[src/rtl/pipe_hazard_ctrl_pkg.sv]
// pa_pipe_pkg: shared types and constants for the pipeline hazard controller
package pa_pipe_pkg;
   typedef enum logic {RUN, MUL_BUSY} mul_st_e;
   localparam int REG_ZERO    = 0;
   localparam int MUL_LAT_DEF = 5;
endpackage

[src/rtl/pipe_hazard_ctrl_if.sv]
// pipe_hazard_ctrl_if: pipeline status inputs and decoupler controls of the hazard controller
interface pipe_hazard_ctrl_if #(parameter int REG_W = 5, parameter int CNT_W = 32);
   logic             D_valid;
   logic [REG_W-1:0] D_rs1;
   logic [REG_W-1:0] D_rs2;
   logic             D_rs1_used;
   logic             D_rs2_used;
   logic             A_valid;
   logic [REG_W-1:0] A_regDst;
   logic             A_isLoad;
   logic             A_isMul;
   logic             A_brTaken;
   logic             C_miss;
   logic             C_fillDone;
   logic             hold_FD;
   logic             hold_DA;
   logic             bubble_DA;
   logic             flush_FD;
   logic             flush_DA;
   logic             freeze;
   logic [CNT_W-1:0] stall_cnt;
   modport master (
      output D_valid, D_rs1, D_rs2, D_rs1_used, D_rs2_used, A_valid, A_regDst,
             A_isLoad, A_isMul, A_brTaken, C_miss, C_fillDone,
      input  hold_FD, hold_DA, bubble_DA, flush_FD, flush_DA, freeze, stall_cnt
   );
   modport slave (
      input  D_valid, D_rs1, D_rs2, D_rs1_used, D_rs2_used, A_valid, A_regDst,
             A_isLoad, A_isMul, A_brTaken, C_miss, C_fillDone,
      output hold_FD, hold_DA, bubble_DA, flush_FD, flush_DA, freeze, stall_cnt
   );
endinterface

[src/rtl/pipe_hazard_ctrl_ld_use_detect.sv]
// ld_use_detect: flags a D-stage read of the register a live A-stage load is about to write
module ld_use_detect
   import pa_pipe_pkg::*;
#(parameter int REG_W = 5) (
   input  logic             D_valid,
   input  logic [REG_W-1:0] D_rs1,
   input  logic [REG_W-1:0] D_rs2,
   input  logic             D_rs1_used,
   input  logic             D_rs2_used,
   input  logic             A_valid,
   input  logic [REG_W-1:0] A_regDst,
   input  logic             A_isLoad,
   output logic             hazard
);
   assign hazard = A_valid & A_isLoad & (A_regDst != REG_W'(REG_ZERO)) & D_valid &
                   ((D_rs1_used & (D_rs1 == A_regDst)) | (D_rs2_used & (D_rs2 == A_regDst)));
endmodule

[src/rtl/pipe_hazard_ctrl.sv]
// pipe_hazard_ctrl: stall/flush/freeze controller with MUL occupancy FSM and saturating stall counter
module pipe_hazard_ctrl
   import pa_pipe_pkg::*;
#(
   parameter int REG_W   = 5,
   parameter int MUL_LAT = MUL_LAT_DEF,
   parameter int CNT_W   = 32
) (
   input logic               clk,
   input logic               reset,
   pipe_hazard_ctrl_if.slave bus
);
   localparam int MCW = (MUL_LAT > 2) ? $clog2(MUL_LAT - 1) : 1;
   mul_st_e          state, state_n;
   logic [MCW-1:0]   mcnt, mcnt_n;
   logic             miss_pend;
   logic [CNT_W-1:0] stall_cnt;
   logic             frz, br, mul_start, mul_go, mul_h, lu_raw, lu_h;
   ld_use_detect #(.REG_W(REG_W)) u_ld_use (
      .D_valid    (bus.D_valid),
      .D_rs1      (bus.D_rs1),
      .D_rs2      (bus.D_rs2),
      .D_rs1_used (bus.D_rs1_used),
      .D_rs2_used (bus.D_rs2_used),
      .A_valid    (bus.A_valid),
      .A_regDst   (bus.A_regDst),
      .A_isLoad   (bus.A_isLoad),
      .hazard     (lu_raw)
   );
   // a new miss is ignored once pending, so pending-or-new reduces to a single OR
   assign frz       = ~reset & ~bus.C_fillDone & (bus.C_miss | miss_pend);
   assign br        = ~reset & ~frz & bus.A_valid & bus.A_brTaken;
   assign mul_start = (state == RUN) & bus.A_valid & bus.A_isMul & (MUL_LAT > 1);
   assign mul_go    = ~frz & ~br & mul_start;
   assign mul_h     = ~reset & ~frz & ~br & (mul_start | ((state == MUL_BUSY) & (mcnt != '0)));
   assign lu_h      = ~reset & ~frz & ~br & ~mul_h & lu_raw;
   assign bus.freeze    = frz;
   assign bus.flush_FD  = reset | br;
   assign bus.flush_DA  = reset | br;
   assign bus.hold_FD   = mul_h | lu_h;
   assign bus.hold_DA   = mul_h;
   assign bus.bubble_DA = lu_h;
   assign bus.stall_cnt = stall_cnt;
   // MUL occupancy next state; frozen entirely while the D-cache miss is outstanding
   always_comb begin
      state_n = mul_go ? MUL_BUSY :
                (~frz & (state == MUL_BUSY) & (mcnt == '0)) ? RUN : state;
      mcnt_n  = mul_go ? MCW'(MUL_LAT - 2) :
                (~frz & (state == MUL_BUSY) & (mcnt != '0)) ? mcnt - MCW'(1) : mcnt;
   end
   // state registers, miss tracking and saturating stall-cycle count
   always_ff @(posedge clk or posedge reset) begin
      if (reset) begin
         state     <= RUN;
         mcnt      <= '0;
         miss_pend <= 1'b0;
         stall_cnt <= '0;
      end else begin
         state     <= state_n;
         mcnt      <= mcnt_n;
         miss_pend <= bus.C_fillDone ? 1'b0 : (miss_pend | bus.C_miss);
         if ((frz | bus.hold_FD) && !(&stall_cnt)) stall_cnt <= stall_cnt + CNT_W'(1);
      end
   end
endmodule

[src/flat_wrapper.sv]
// flat-port wrapper written by rule: the top's interface ports become plain ports
module pipe_hazard_ctrl_flat import pa_pipe_pkg::*;
#(
   parameter int REG_W   = 5,
   parameter int MUL_LAT = MUL_LAT_DEF,
   parameter int CNT_W   = 32
)
  (clk, reset, bus_D_valid, bus_D_rs1, bus_D_rs2, bus_D_rs1_used, bus_D_rs2_used, bus_A_valid, bus_A_regDst, bus_A_isLoad, bus_A_isMul, bus_A_brTaken, bus_C_miss, bus_C_fillDone, bus_hold_FD, bus_hold_DA, bus_bubble_DA, bus_flush_FD, bus_flush_DA, bus_freeze, bus_stall_cnt);
  pipe_hazard_ctrl_if #(.REG_W(REG_W), .CNT_W(CNT_W)) bus_i ();
  input logic clk;
  input logic reset;
  input wire logic [$bits(bus_i.D_valid)-1:0] bus_D_valid;
  input wire logic [$bits(bus_i.D_rs1)-1:0] bus_D_rs1;
  input wire logic [$bits(bus_i.D_rs2)-1:0] bus_D_rs2;
  input wire logic [$bits(bus_i.D_rs1_used)-1:0] bus_D_rs1_used;
  input wire logic [$bits(bus_i.D_rs2_used)-1:0] bus_D_rs2_used;
  input wire logic [$bits(bus_i.A_valid)-1:0] bus_A_valid;
  input wire logic [$bits(bus_i.A_regDst)-1:0] bus_A_regDst;
  input wire logic [$bits(bus_i.A_isLoad)-1:0] bus_A_isLoad;
  input wire logic [$bits(bus_i.A_isMul)-1:0] bus_A_isMul;
  input wire logic [$bits(bus_i.A_brTaken)-1:0] bus_A_brTaken;
  input wire logic [$bits(bus_i.C_miss)-1:0] bus_C_miss;
  input wire logic [$bits(bus_i.C_fillDone)-1:0] bus_C_fillDone;
  output wire logic [$bits(bus_i.hold_FD)-1:0] bus_hold_FD;
  output wire logic [$bits(bus_i.hold_DA)-1:0] bus_hold_DA;
  output wire logic [$bits(bus_i.bubble_DA)-1:0] bus_bubble_DA;
  output wire logic [$bits(bus_i.flush_FD)-1:0] bus_flush_FD;
  output wire logic [$bits(bus_i.flush_DA)-1:0] bus_flush_DA;
  output wire logic [$bits(bus_i.freeze)-1:0] bus_freeze;
  output wire logic [$bits(bus_i.stall_cnt)-1:0] bus_stall_cnt;
  assign bus_i.D_valid = bus_D_valid;
  assign bus_i.D_rs1 = bus_D_rs1;
  assign bus_i.D_rs2 = bus_D_rs2;
  assign bus_i.D_rs1_used = bus_D_rs1_used;
  assign bus_i.D_rs2_used = bus_D_rs2_used;
  assign bus_i.A_valid = bus_A_valid;
  assign bus_i.A_regDst = bus_A_regDst;
  assign bus_i.A_isLoad = bus_A_isLoad;
  assign bus_i.A_isMul = bus_A_isMul;
  assign bus_i.A_brTaken = bus_A_brTaken;
  assign bus_i.C_miss = bus_C_miss;
  assign bus_i.C_fillDone = bus_C_fillDone;
  assign bus_hold_FD = bus_i.hold_FD;
  assign bus_hold_DA = bus_i.hold_DA;
  assign bus_bubble_DA = bus_i.bubble_DA;
  assign bus_flush_FD = bus_i.flush_FD;
  assign bus_flush_DA = bus_i.flush_DA;
  assign bus_freeze = bus_i.freeze;
  assign bus_stall_cnt = bus_i.stall_cnt;
  pipe_hazard_ctrl #(.REG_W(REG_W), .MUL_LAT(MUL_LAT), .CNT_W(CNT_W)) u_core (.clk(clk), .reset(reset), .bus(bus_i));
endmodule
[config.mk]
export PLATFORM = sky130hd
export DESIGN_NAME = pipe_hazard_ctrl_flat
export DESIGN_NICKNAME = d
export VERILOG_FILES = /design/src/rtl/pipe_hazard_ctrl_pkg.sv /design/src/rtl/pipe_hazard_ctrl_if.sv /design/src/rtl/pipe_hazard_ctrl_ld_use_detect.sv /design/src/rtl/pipe_hazard_ctrl.sv /design/src/flat_wrapper.sv
export SDC_FILE = /design/constraint.sdc
export NUM_CORES = 1
export LEC_CHECK = 0
export ABC_AREA = 0
export ABC_CLOCK_PERIOD_IN_PS = 3350
export CORE_AREA = 4 4 86 88
export DETAILED_ROUTE_END_ITERATION = 6
export DIE_AREA = 0 0 90 92
export GPL_TIMING_DRIVEN = 0
export PLACE_DENSITY_LB_ADDON = 0.2
export SYNTH_ARGS = -nofsm -noshare
export SYNTH_HDL_FRONTEND = slang
export SYNTH_SLANG_ARGS = --single-unit
export TNS_END_PERCENT = 5
[constraint.sdc]
create_clock -name clk -period 3.35 [get_ports clk]
set_clock_uncertainty 0.05 [all_clocks]
set_input_delay 0.335 -clock clk [delete_from_list [all_inputs] [get_ports clk]]
set_output_delay 0.335 -clock clk [all_outputs]
set_load 0.1 [all_outputs]
==> impl_metrics.env <==
export IMPL_remaining_drc_errors=0
export IMPL_unrepaired_setup_endpoints_after_global_routing="yes"
export IMPL_avgSynthCellArea_um2=9.85
export IMPL_report_final_hold_viol_count=0
export IMPL_first_global_vias=1780
export IMPL_synth_compound_gate_area_share=0.0295
export IMPL_report_final_slew_viol_count=0
export IMPL_post_cts_resized_instances=1
export IMPL_ctsRootBufferMaster="sky130_fd_sc_hd__clkbuf_8"
export IMPL_htree_num_levels=2
export IMPL_ys_ff_latch=36
export IMPL_timing_fmax_mhz=318
export IMPL_yosys_mux_area_fraction=0.0107
export IMPL_run_status="complete, no violations"
export IMPL_global_route_usage_total=0.128
export IMPL_design_power_total_mw=1.76
export IMPL_ir_drop_mv=1.10
export IMPL_filler_instances=656
export IMPL_synth_top_family_by_area="simple AND/OR/NAND/NOR gates"
export IMPL_layout_setup_ws_ns=0.203
export IMPL_grt_antenna_before_repair=0
export IMPL_min_path_type="reg2reg"
export IMPL_critical_path_max_stage_delay_ns=0.86
export IMPL_post_drt_via_cell_ratio=4.90
export IMPL_wl_per_cell_um=14.4
export IMPL_max_cap_violations=0
export IMPL_fp_dieArea_um2=8280
export IMPL_critical_path_cell_chain="clkdlybuf4s50_1 -> o21bai_1 -> o211ai_1 -> nor4_1 -> and2_1 -> nand2b_1 -> dlygate4sd2_1"
export IMPL_syn_instance_count=202
export IMPL_design_final_nets=300
export IMPL_final_gp_congestion=0.763
export IMPL_postRouteAntennaNets=0
export IMPL_dp_slack_ns=-0.0870
export IMPL_async_flop_share=1.00
export IMPL_crit_buf_inv=2
export IMPL_fp_row_count=30
export IMPL_post_route_util=0.427
export IMPL_final_period_minus_worst_setup_slack_ns=3.15
export IMPL_layout_drive_gt1_share=0.0586
export IMPL_ys_seq_area_frac=0.453
export IMPL_cts_hold_repair_buffers=0
export IMPL_worstSetupPathType="in2out"
export IMPL_worst_pin_slew_ns=0.999
export IMPL_synth_simple_area_share=0.277
export IMPL_hpwlAfterDp_um=3820
export IMPL_p_leak_nw=1.24
export IMPL_clk_pin_slew_ns=0.07
export IMPL_n_antenna_cell=0
export IMPL_port_buffers=63
export IMPL_worst_setup_path_start_kind="primary input"
export IMPL_clkSinkCount=36
export IMPL_detailroute_via_count=1728
export IMPL_power_density_cell_area_nw_per_um2=623
export IMPL_synthAdderAreaFrac=0.0126
export IMPL_worst_ep_arrival_time_ns=2.76
export IMPL_worst_path_dominant_cell_family="buffers and inverters"
export IMPL_synthesis_nets=230
export IMPL_synth_edf_count=0
export IMPL_io_pins=64
export IMPL_required_ns=2.96
export IMPL_setup_viol_count_final=0
export IMPL_initial_utilization=0.300
export IMPL_layout_commonest_cell="sky130_fd_sc_hd__clkdlybuf4s50_1"
export IMPL_mostFrequentLayoutCells="sky130_fd_sc_hd__clkdlybuf4s50_1, sky130_fd_sc_hd__dfrtp_1, sky130_fd_sc_hd__xor2_1"
export IMPL_drt_iter0_markers=75
export IMPL_timing_critical_path_slowest_stage_cell="sky130_fd_sc_hd__dlygate4sd2_1"
export IMPL_syn2layout_area_growth_pct=42.4
export IMPL_cp_max_fo=6
export IMPL_drt_pre_antenna_iters=4
export IMPL_wirelength_um=5070
export IMPL_die_w_um=90
export IMPL_max_clock_path_buffers=2
export IMPL_period_utilisation_layout=0.939
export IMPL_grt_max_degree=39
export IMPL_cts_tree="done"
export IMPL_synthesis_yosys_warnings=0
export IMPL_post_synth_xor_area_fraction=0.180
export IMPL_postCtsSetupBuffers=0
export IMPL_gr_total_overflow=0
export IMPL_grt_first_pass_wirelength_um=8710
export IMPL_postSynth_topFlopCell="sky130_fd_sc_hd__dfrtp_1"
export IMPL_insertion_delay_ns=0.29
export IMPL_die_height_um=92
export IMPL_timing_max_slew_rel_slack=0.332
export IMPL_synthesized_area_um2=1990
export IMPL_cts_buffers_inserted=5
export IMPL_yosysUniqueCellTypes=36
export IMPL_std_cell_core_area_um2=6640
export IMPL_critPathCaptureType="primary output"
## logic make-up (layout without fill, tap and decap cells)
family,after synthesis,in the layout
compound gates,9,9
mux,2,2
fa+ha+maj,2,2
buf+inv,16,87
xor+xnor,41,41
flops,36,36
simple gates,96,96
## where the power goes
part	total [mW]	internal [mW]	switching, mW
Clock	0.378	0.220	0.158
Sequential	0.589	0.507	0.0823
Combinational	0.797	0.213	0.584
## cell type report
class | instances | area (µm²) | share of cell area
plain buffers | 7 | 41.3 | 0.0146
clock buffers | 5 | 68.8 | 0.0243
clock inverters | 3 | 42.5 | 0.0150
inverters | 9 | 33.8 | 0.0119
multi-input cells | 150 | 1010 | 0.358
flip-flops and latches | 36 | 901 | 0.318
well taps | 80 | 100 | 0.0353
repair buffers | 63 | 632 | 0.223
## cells in the mapped netlist, types with 4 or more instances
master / n / area share
sky130_fd_sc_hd__nor4b_1: 5 / 0.022
sky130_fd_sc_hd__nand2b_1: 4 / 0.013
sky130_fd_sc_hd__dfrtp_1: 36 / 0.45
sky130_fd_sc_hd__nand2_1: 18 / 0.034
sky130_fd_sc_hd__or3_1: 5 / 0.016
sky130_fd_sc_hd__nand3_1: 13 / 0.033
sky130_fd_sc_hd__nor3_1: 9 / 0.023
sky130_fd_sc_hd__nor4_1: 15 / 0.047
sky130_fd_sc_hd__inv_1: 9 / 0.017
sky130_fd_sc_hd__nor2_1: 7 / 0.013
sky130_fd_sc_hd__xnor2_1: 14 / 0.062
sky130_fd_sc_hd__nand4_1: 7 / 0.022
sky130_fd_sc_hd__xor2_1: 27 / 0.12
## registers in the layout, summed over array words and instances (netlist names)
signal / count
u_core.bus.stall_cnt: 32
u_core.mcnt: 2
u_core.miss_pend: 1
u_core.state: 1
## stage by stage
stage	hold WS [ns]	TNS [ns]	instance area (µm²)	instances
2_1_floorplan	0.402	0	1990	202
3_3_place_gp	0.430	-0.735	2720	345
3_5_place_dp	0.430	-0.0870	2720	345
4_1_cts	0.443	0	2830	353
5_1_grt	0.455	-0.0340	2830	353
6_report	0.436	0	2830	353
## layer usage
metal	global-route usage	wire, µm
met1	0.167	2370
met2	0.210	2450
met3	0.0295	213
met4	0.0383	30
met5	0	0
## worst register-to-register path, cell delays in order, from the launching register on
cell and delay [ns]:
sky130_fd_sc_hd__dfrtp_1 0.43, sky130_fd_sc_hd__ha_1 0.20, sky130_fd_sc_hd__nand3_1 0.11, sky130_fd_sc_hd__or2_0 0.23
sky130_fd_sc_hd__clkbuf_1 0.17, sky130_fd_sc_hd__or3_1 0.44, sky130_fd_sc_hd__nor4_4 0.39, sky130_fd_sc_hd__buf_4 0.25
sky130_fd_sc_hd__nor4_1 0.08, sky130_fd_sc_hd__xor2_1 0.15
## path summary, 6_finish.rpt
check,from,endpoint,slack [ns],cells after the start
max,bus_C_miss,bus_hold_FD,0.20,7
min,u_core.bus.stall_cnt[10],u_core.bus.stall_cnt[10],0.44,1
max reg2reg,u_core.bus.stall_cnt[0],u_core.bus.stall_cnt[6],0.70,9
min reg2reg,u_core.bus.stall_cnt[10],u_core.bus.stall_cnt[10],0.44,1
max in group asynchronous,reset,u_core.bus.stall_cnt[8],2.21,2
min in group asynchronous,reset,u_core.miss_pend,0.54,2
No activity file was read; power rests on OpenSTA's default activity.
